`config.mk`:
```
export PLATFORM = sky130hd
export DESIGN_NAME = life_fb_scheduler
export DESIGN_NICKNAME = d
export VERILOG_FILES = /design/src/rtl/life_fb_scheduler.sv
export SDC_FILE = /design/constraint.sdc
export NUM_CORES = 1
export LEC_CHECK = 0
export ABC_AREA = 1
export CORE_UTILIZATION = 45
export CTS_BUF_LIST = sky130_fd_sc_hd__clkbuf_8 sky130_fd_sc_hd__clkbuf_16
export DETAILED_ROUTE_END_ITERATION = 16
export GPL_ROUTABILITY_DRIVEN = 0
export HOLD_SLACK_MARGIN = 0.08
export PLACE_DENSITY = 0.79
export SLEW_MARGIN = 30
export SYNTH_ARGS = -nofsm -noshare
export SYNTH_HDL_FRONTEND = slang
export SYNTH_SLANG_ARGS = --single-unit
```
`constraint.sdc`:
```
create_clock -name clk -period 8.5 [get_ports clk]
set_input_delay 2.55 -clock clk [delete_from_list [all_inputs] [get_ports clk]]
set_output_delay 2.55 -clock clk [all_outputs]
set_load 0.05 [all_outputs]
```
`src/rtl/life_fb_scheduler.sv`:
```
// Framebuffer port arbiter and generation scheduler for a Game-of-Life display.
// Display owns the cell memory inside the active window; the life engine gets it during blanking.
module life_fb_scheduler #(
    parameter int unsigned HLEN           = 1280,
    parameter int unsigned VHEIGHT        = 1024,
    parameter int unsigned CELL_SHIFT     = 3,
    parameter int unsigned FRAMES_PER_GEN = 30
) (
    input  logic        clk,
    input  logic        reset,
    input  logic [10:0] x,
    input  logic [10:0] y,
    input  logic        frame,
    input  logic        run,
    input  logic        single_step,
    input  logic        eng_req,
    input  logic        eng_we,
    input  logic [14:0] eng_addr,
    input  logic        eng_wdata,
    input  logic        eng_done,
    input  logic        mem_rdata,
    output logic [14:0] mem_addr,
    output logic        mem_we,
    output logic        mem_wdata,
    output logic        eng_gnt,
    output logic        eng_rvalid,
    output logic        eng_rdata,
    output logic        step,
    output logic        busy,
    output logic        pixel_on,
    output logic [15:0] gen_count
);

    localparam int unsigned XW        = 11;
    localparam int unsigned AW        = 15;
    localparam int unsigned GW        = 16;
    localparam int unsigned FCW       = 8;
    localparam int unsigned GRID_COLS = HLEN >> CELL_SHIFT;

    typedef enum logic [1:0] {
        PAUSED = 2'd0,
        COUNT  = 2'd1,
        STEP   = 2'd2,
        BUSY   = 2'd3
    } state_t;

    logic          in_window;
    logic [AW-1:0] row;
    logic [AW-1:0] col;
    logic [AW-1:0] row_base;
    logic [AW-1:0] disp_addr;
    logic          win_d;

    state_t         state;
    state_t         state_nxt;
    logic [FCW-1:0] frame_cnt;
    logic [FCW-1:0] frame_cnt_nxt;
    logic           pending;
    logic           pending_nxt;
    logic [GW-1:0]  gen_nxt;
    logic           step_nxt;
    logic           busy_nxt;
    logic           last_frame;

    // Active window test and display cell address
    assign in_window = (x < XW'(HLEN)) && (y < XW'(VHEIGHT));
    assign row       = AW'(y >> CELL_SHIFT);
    assign col       = AW'(x >> CELL_SHIFT);

    // row * GRID_COLS built from shifted partial rows (constant multiplier, no DSP)
    always_comb begin
        row_base = '0;
        for (int i = 0; i < int'(AW); i++) begin
            if (GRID_COLS[i]) begin
                row_base = row_base + (row << i);
            end
        end
    end

    assign disp_addr = row_base + col;

    // Port ownership: display in window, engine in blanking when it asks
    always_comb begin
        eng_gnt   = !in_window && eng_req;
        mem_addr  = in_window ? disp_addr : eng_addr;
        mem_we    = eng_gnt && eng_we;
        mem_wdata = eng_gnt && eng_wdata;
    end

    // Engine read data is forwarded in the cycle the memory returns it
    assign eng_rdata = eng_rvalid && mem_rdata;

    always_ff @(posedge clk) begin
        if (reset) begin
            win_d      <= 1'b0;
            pixel_on   <= 1'b0;
            eng_rvalid <= 1'b0;
        end else begin
            win_d      <= in_window;
            pixel_on   <= win_d && mem_rdata;
            eng_rvalid <= eng_gnt && !eng_we;
        end
    end

    // Scheduler state register
    always_ff @(posedge clk) begin
        if (reset) begin
            state <= PAUSED;
        end else begin
            state <= state_nxt;
        end
    end

    assign last_frame = frame_cnt == FCW'(FRAMES_PER_GEN - 1);

    // Scheduler next-state
    always_comb begin
        state_nxt = state;
        case (state)
            PAUSED: begin
                if (run) begin
                    state_nxt = COUNT;
                end else if (pending && frame) begin
                    state_nxt = STEP;
                end
            end
            COUNT: begin
                if (!run) begin
                    state_nxt = PAUSED;
                end else if (frame && last_frame) begin
                    state_nxt = STEP;
                end
            end
            STEP: state_nxt = BUSY;
            BUSY: begin
                if (eng_done) begin
                    state_nxt = run ? COUNT : PAUSED;
                end
            end
            default: state_nxt = PAUSED;
        endcase
    end

    // Scheduler outputs and counters; frame_cnt only advances while counting
    always_comb begin
        frame_cnt_nxt = '0;
        pending_nxt   = pending;
        gen_nxt       = gen_count;
        step_nxt      = state_nxt == STEP;
        busy_nxt      = state_nxt == BUSY;
        case (state)
            PAUSED: begin
                if (!run && pending && frame) begin
                    pending_nxt = 1'b0;
                end else if (single_step) begin
                    pending_nxt = 1'b1;
                end
            end
            COUNT: begin
                if (run && frame && !last_frame) begin
                    frame_cnt_nxt = frame_cnt + 1'b1;
                end else if (run && !frame) begin
                    frame_cnt_nxt = frame_cnt;
                end
            end
            BUSY: begin
                if (eng_done) begin
                    gen_nxt = gen_count + 1'b1;
                end
            end
            default: ;
        endcase
    end

    always_ff @(posedge clk) begin
        if (reset) begin
            frame_cnt <= '0;
            pending   <= 1'b0;
            gen_count <= '0;
            step      <= 1'b0;
            busy      <= 1'b0;
        end else begin
            frame_cnt <= frame_cnt_nxt;
            pending   <= pending_nxt;
            gen_count <= gen_nxt;
            step      <= step_nxt;
            busy      <= busy_nxt;
        end
    end

endmodule

```
Word level (Yosys, flattened, before mapping). Cells that the tools add are included.

Bits in registers: 32. Word-level logic and storage cells: 59. Output and inout bits: 39.

Add/subtract/negate cells: 4. Multiplexer cells: 12. Eq/ne operators: 7. Reductions and logical operators: 24. $lt $le $gt $ge: 2. Bitwise gates (word level): 1.

Operators with widths (count): $lt A11 B11 Y1 const B (2); $add A16 B1 Y16 const B (1); $mux W8 (2); $add A13 B15 Y15 (1); $add A15 B8 Y15 (1); $mux W15 (1); $logic_and A1 B1 Y1 (14); $mux W2 (5); $add A8 B1 Y8 const B (1); $eq A2 B2 Y1 const B (4); $eq A8 B5 Y1 const B (1); $pmux W2 S4 (1); $logic_not A1 Y1 (5); $reduce_and A2 Y1 (2); $mux W1 (3); $eq A2 B1 Y1 const B (1); $logic_not A2 Y1 (1); $ne A2 B2 Y1 const B (1); $reduce_bool A2 Y1 (1); $reduce_or A2 Y1 (1); $not A1 Y1 (1).

Logic depth before layout (Yosys ltp).
Word-level depth: 6. Mapped depth: 11.

Worst setup path after synthesis. No wires, ideal clock.

Path kind: in2out. Start: in y[3]. End: out mem_addr[12]. Setup slack: 0.919 ns. Path buffers: 0. Stages: 9. Arrival: 5.031 ns. Cells stage by stage: inv_1 > fa_1 > inv_1 > fa_1 > nand3_1 > nand2_1 > nand2_1 > a21oi_1 > o21ai_0.

Word-level cells in the longest chain between the ends: 3.

Ends and longest elaborated chain: from (decl) (line 12) `input logic [10:0] y,`; $add A13 B15 Y15 / $lt A11 B11 Y1 (equally long branches) (line 75, 66); $add A15 B8 Y15 / $logic_and A1 B1 Y1 (equally long branches) (line 80, 66); $mux W15 * (line 85) `mem_addr = in_window ? disp_addr : eng_addr;`; to (decl) (line 22) `output logic [14:0] mem_addr,`.

Every way passes the cells marked *; elsewhere a longest branch is shown, timed or not.

Final worst setup path. Same ends and word-level chain as after synthesis.

==> run_results.csv <==
group,metric,value,unit
clock_network,clk_root_buffer_cell,"clkbuf_8",
clock_network,cts_buffers,5,
global_routing,grt_first_pass_wirelength,8890,microns
timing,whs,421,ps
yosys,post-synth-top-area-fraction,29.3,%
routing,antenna_left,0,
timing,setup_viol,0,
routing,drtPass1Iterations,4,
setup_path,crit_fanout,2,
clock_network,cts_resized,0,
setup_path,cp.arrival,5520,ps
finish,utilization,66.3,%
yosys,yosysUniqueCellTypes,27,
global_routing,grt_pass1_vias,2194,
routing,dr_total_vias,2339,
pwr,ir_drop,0.0000688,V
finish,filler_cell_count,427,
pwr,power,0.393,mW
finish,antenna_cells,0,
yosys,synthTopCellsByArea,"dfxtp_1 (29%), nand2_1 (18%), ha_1 (10%), inv_1 (8.2%), nor2_1 (7.9%)",
timing,drv_slew,0,
pwr,leakagePower,1.42,nW
run_status,outcome,"finished, final reports clean",
clock_network,clk_pin_slew,60,ps
floorplan,dieArea,5150,sq um
finish,syn_to_final_growth,42.2,%
floorplan,start_util,46.7,%
floorplan,fp-row-count,25,
timing,finalHoldViolCount,0,
clock_network,cts_hold_buf,0,
setup_path,cp-end-kind,"primary output",
placed_design,port_buffers,79,
setup_path,slowest_stage,"clkdlybuf4s50_1",
routing,wl,5250,microns
clock_network,post_cts_buffers,0,
setup_path,worstSetupPathType,"input pin to primary output",
yosys,synth_common_cells,"nand2_1 (104), inv_1 (48), nor2_1 (46), dfxtp_1 (32), nand3_1 (24)",
yosys,synth_edf_count,0,
routing,drc,0,
timing,maxSlewHeadroom,56.8,%
setup_path,slowest_delay,830,ps
timing,min_period,8070,ps
timing,finClkSkew,7.32,ps
yosys,ys_ff_latch,32,
finish,final_layout_size_suffix_gt1_share,3.52,%
placed_design,dp_hpwl,4180,microns
floorplan,fp.dieH,71.8,microns
yosys,yosysMostFrequentCell,"nand2_1",
clock_network,cts_sinks,32,
pwr,powerDensity,126,nW/um^2
setup_path,crit_chain,"clkdlybuf4s50_1 -> inv_1 -> fa_1 -> inv_1 -> fa_1 -> nand3_1 -> nand2_1 -> nand2_1 -> a21oi_1 -> o21ai_0 -> clkdlybuf4s50_1",
global_routing,grt_overflow,0,
global_routing,grt_antenna_before_repair,0,
yosys,syn_area_per_cell,6.37,sq um
hold_path,hold_path_class,"register to register",
global_routing,grt_max_degree,21,
routing,wl_per_cell,10.9,microns
global_routing,grt_usage,21.6,%
yosys,syn_nets,411,
clock_network,cts_max_level,2,
finish,layout.nets,493,
yosys,ys.flop_type,"dfxtp_1",
yosys,yosys_warnings,0,
clock_network,clkLatencyLatePin,280,ps
yosys,synthCells,344,
yosys,syn_area,2190,sq um
setup_path,start_kind,"input pin",
routing,via_per_inst,4.87,
routing,drtIter0Drc,138,
timing,setup_tns,0,ps
timing,fmax,124,MHz
floorplan,fp.dieW,71.8,microns
timing,worst_slew_pin_slew,647,ps
clock_network,cts_buffer_depth,2,
yosys,synth_top_area_cell,"dfxtp_1",
floorplan,ios,86,
clock_network,tritoncts,"yes",
yosys,async_flop_share,0,%
timing,fin_crit_sh,95.0,%
yosys,synth-seq-area-share,29.3,%
flow_run,cap_violations,0,
timing,rsz0062_at_grt,"false",
floorplan,core-area,4690,sq um
setup_path,critPathRequiredTime,5950,ps
## state kept, by name (all words and copies together), names as in the netlist
register and cells:
eng_rvalid 1, busy 1, step 1, win_d 1
pending 1, gen_count 16, pixel_on 1, state 2
frame_cnt 8
## where the power goes
part	total (mW)	switching, mW	leakage [nW]	internal (mW)
registers	0.154	0.00187	0.259	0.152
logic	0.132	0.0786	1.12	0.0537
clock network	0.107	0.0526	0.0452	0.0543
## cells in the final DEF, fill, tap and decap left out, drive strengths merged
master / netlist / final
buf: 1 / 1
xor2: 2 / 2
xnor2: 4 / 4
nand4: 7 / 7
clkbuf: 4 / 5
nor2: 49 / 49
ha: 18 / 18
nand3b: 1 / 1
dfxtp: 32 / 32
o21ai: 16 / 16
clkinv: 0 / 1
inv: 49 / 50
fa: 2 / 2
clkdlybuf4s50: 0 / 79
or2: 2 / 2
nand2: 106 / 106
o21a: 1 / 1
nand3: 24 / 24
nor3: 3 / 3
a21oi: 20 / 20
o21bai: 2 / 2
a211oi: 1 / 1
## area by class of cell
type / instances / area (sq um) / share of cell area, %
clock buffer: 5 / 68.8 / 2.21
clock inverter: 2 / 8.76 / 0.281
inverter: 49 / 184 / 5.91
multi-input combinational: 258 / 1350 / 43.2
sequential: 32 / 641 / 20.6
tap: 54 / 67.6 / 2.17
timing repair buffer: 80 / 798 / 25.6
## worst max-delay path: cells and delay by family
kind,cells,cell delay (ps)
AOI/OAI and AO/OA,2,230
adders and majority gates,2,1000
and+or+nand+nor,3,280
buffers and inverters,4,1460
## layer usage
layer / GRT usage, % / up-vias / routed length [microns]
li1: - / 1246 / -
met1: 25.1 / 1007 / 2340
met2: 38.1 / 75 / 2500
met3: 6.19 / 11 / 316
met4: 7.41 / 0 / 87
met5: 0 / - / 0
## path summary, 6_finish.rpt
kind / start / end / slack (ps) / cells past startpoint
min reg2reg: win_d / pixel_on / 420 / 2
max reg2reg: frame_cnt[1] / frame_cnt[4] / 6950 / 7
min: win_d / pixel_on / 420 / 2
max: y[3] / mem_addr[12] / 430 / 11
## stage by stage
stage               setup WS [ps]  instance area (sq um)  instances
floorplan                     919                   2190        344
global placement              469                   3040        473
detailed placement            401                   3040        473
CTS                           413                   3110        480
global route                  211                   3110        480
finish                        429                   3110        480
## kinds of logic (layout without fill, tap and decap cells)
| logic type | count (synthesis) | after routing | synth area share, % |
|---|---|---|---|
| simple gates | 192 | 192 | 37.3 |
| buf+inv | 54 | 136 | 9.31 |
| compound gates | 40 | 40 | 9.60 |
| flops | 32 | 32 | 29.3 |
| fa+ha+maj | 20 | 20 | 12.1 |
| xor+xnor | 6 | 6 | 2.40 |
Note: power is estimated with default switching activity, not from simulation.
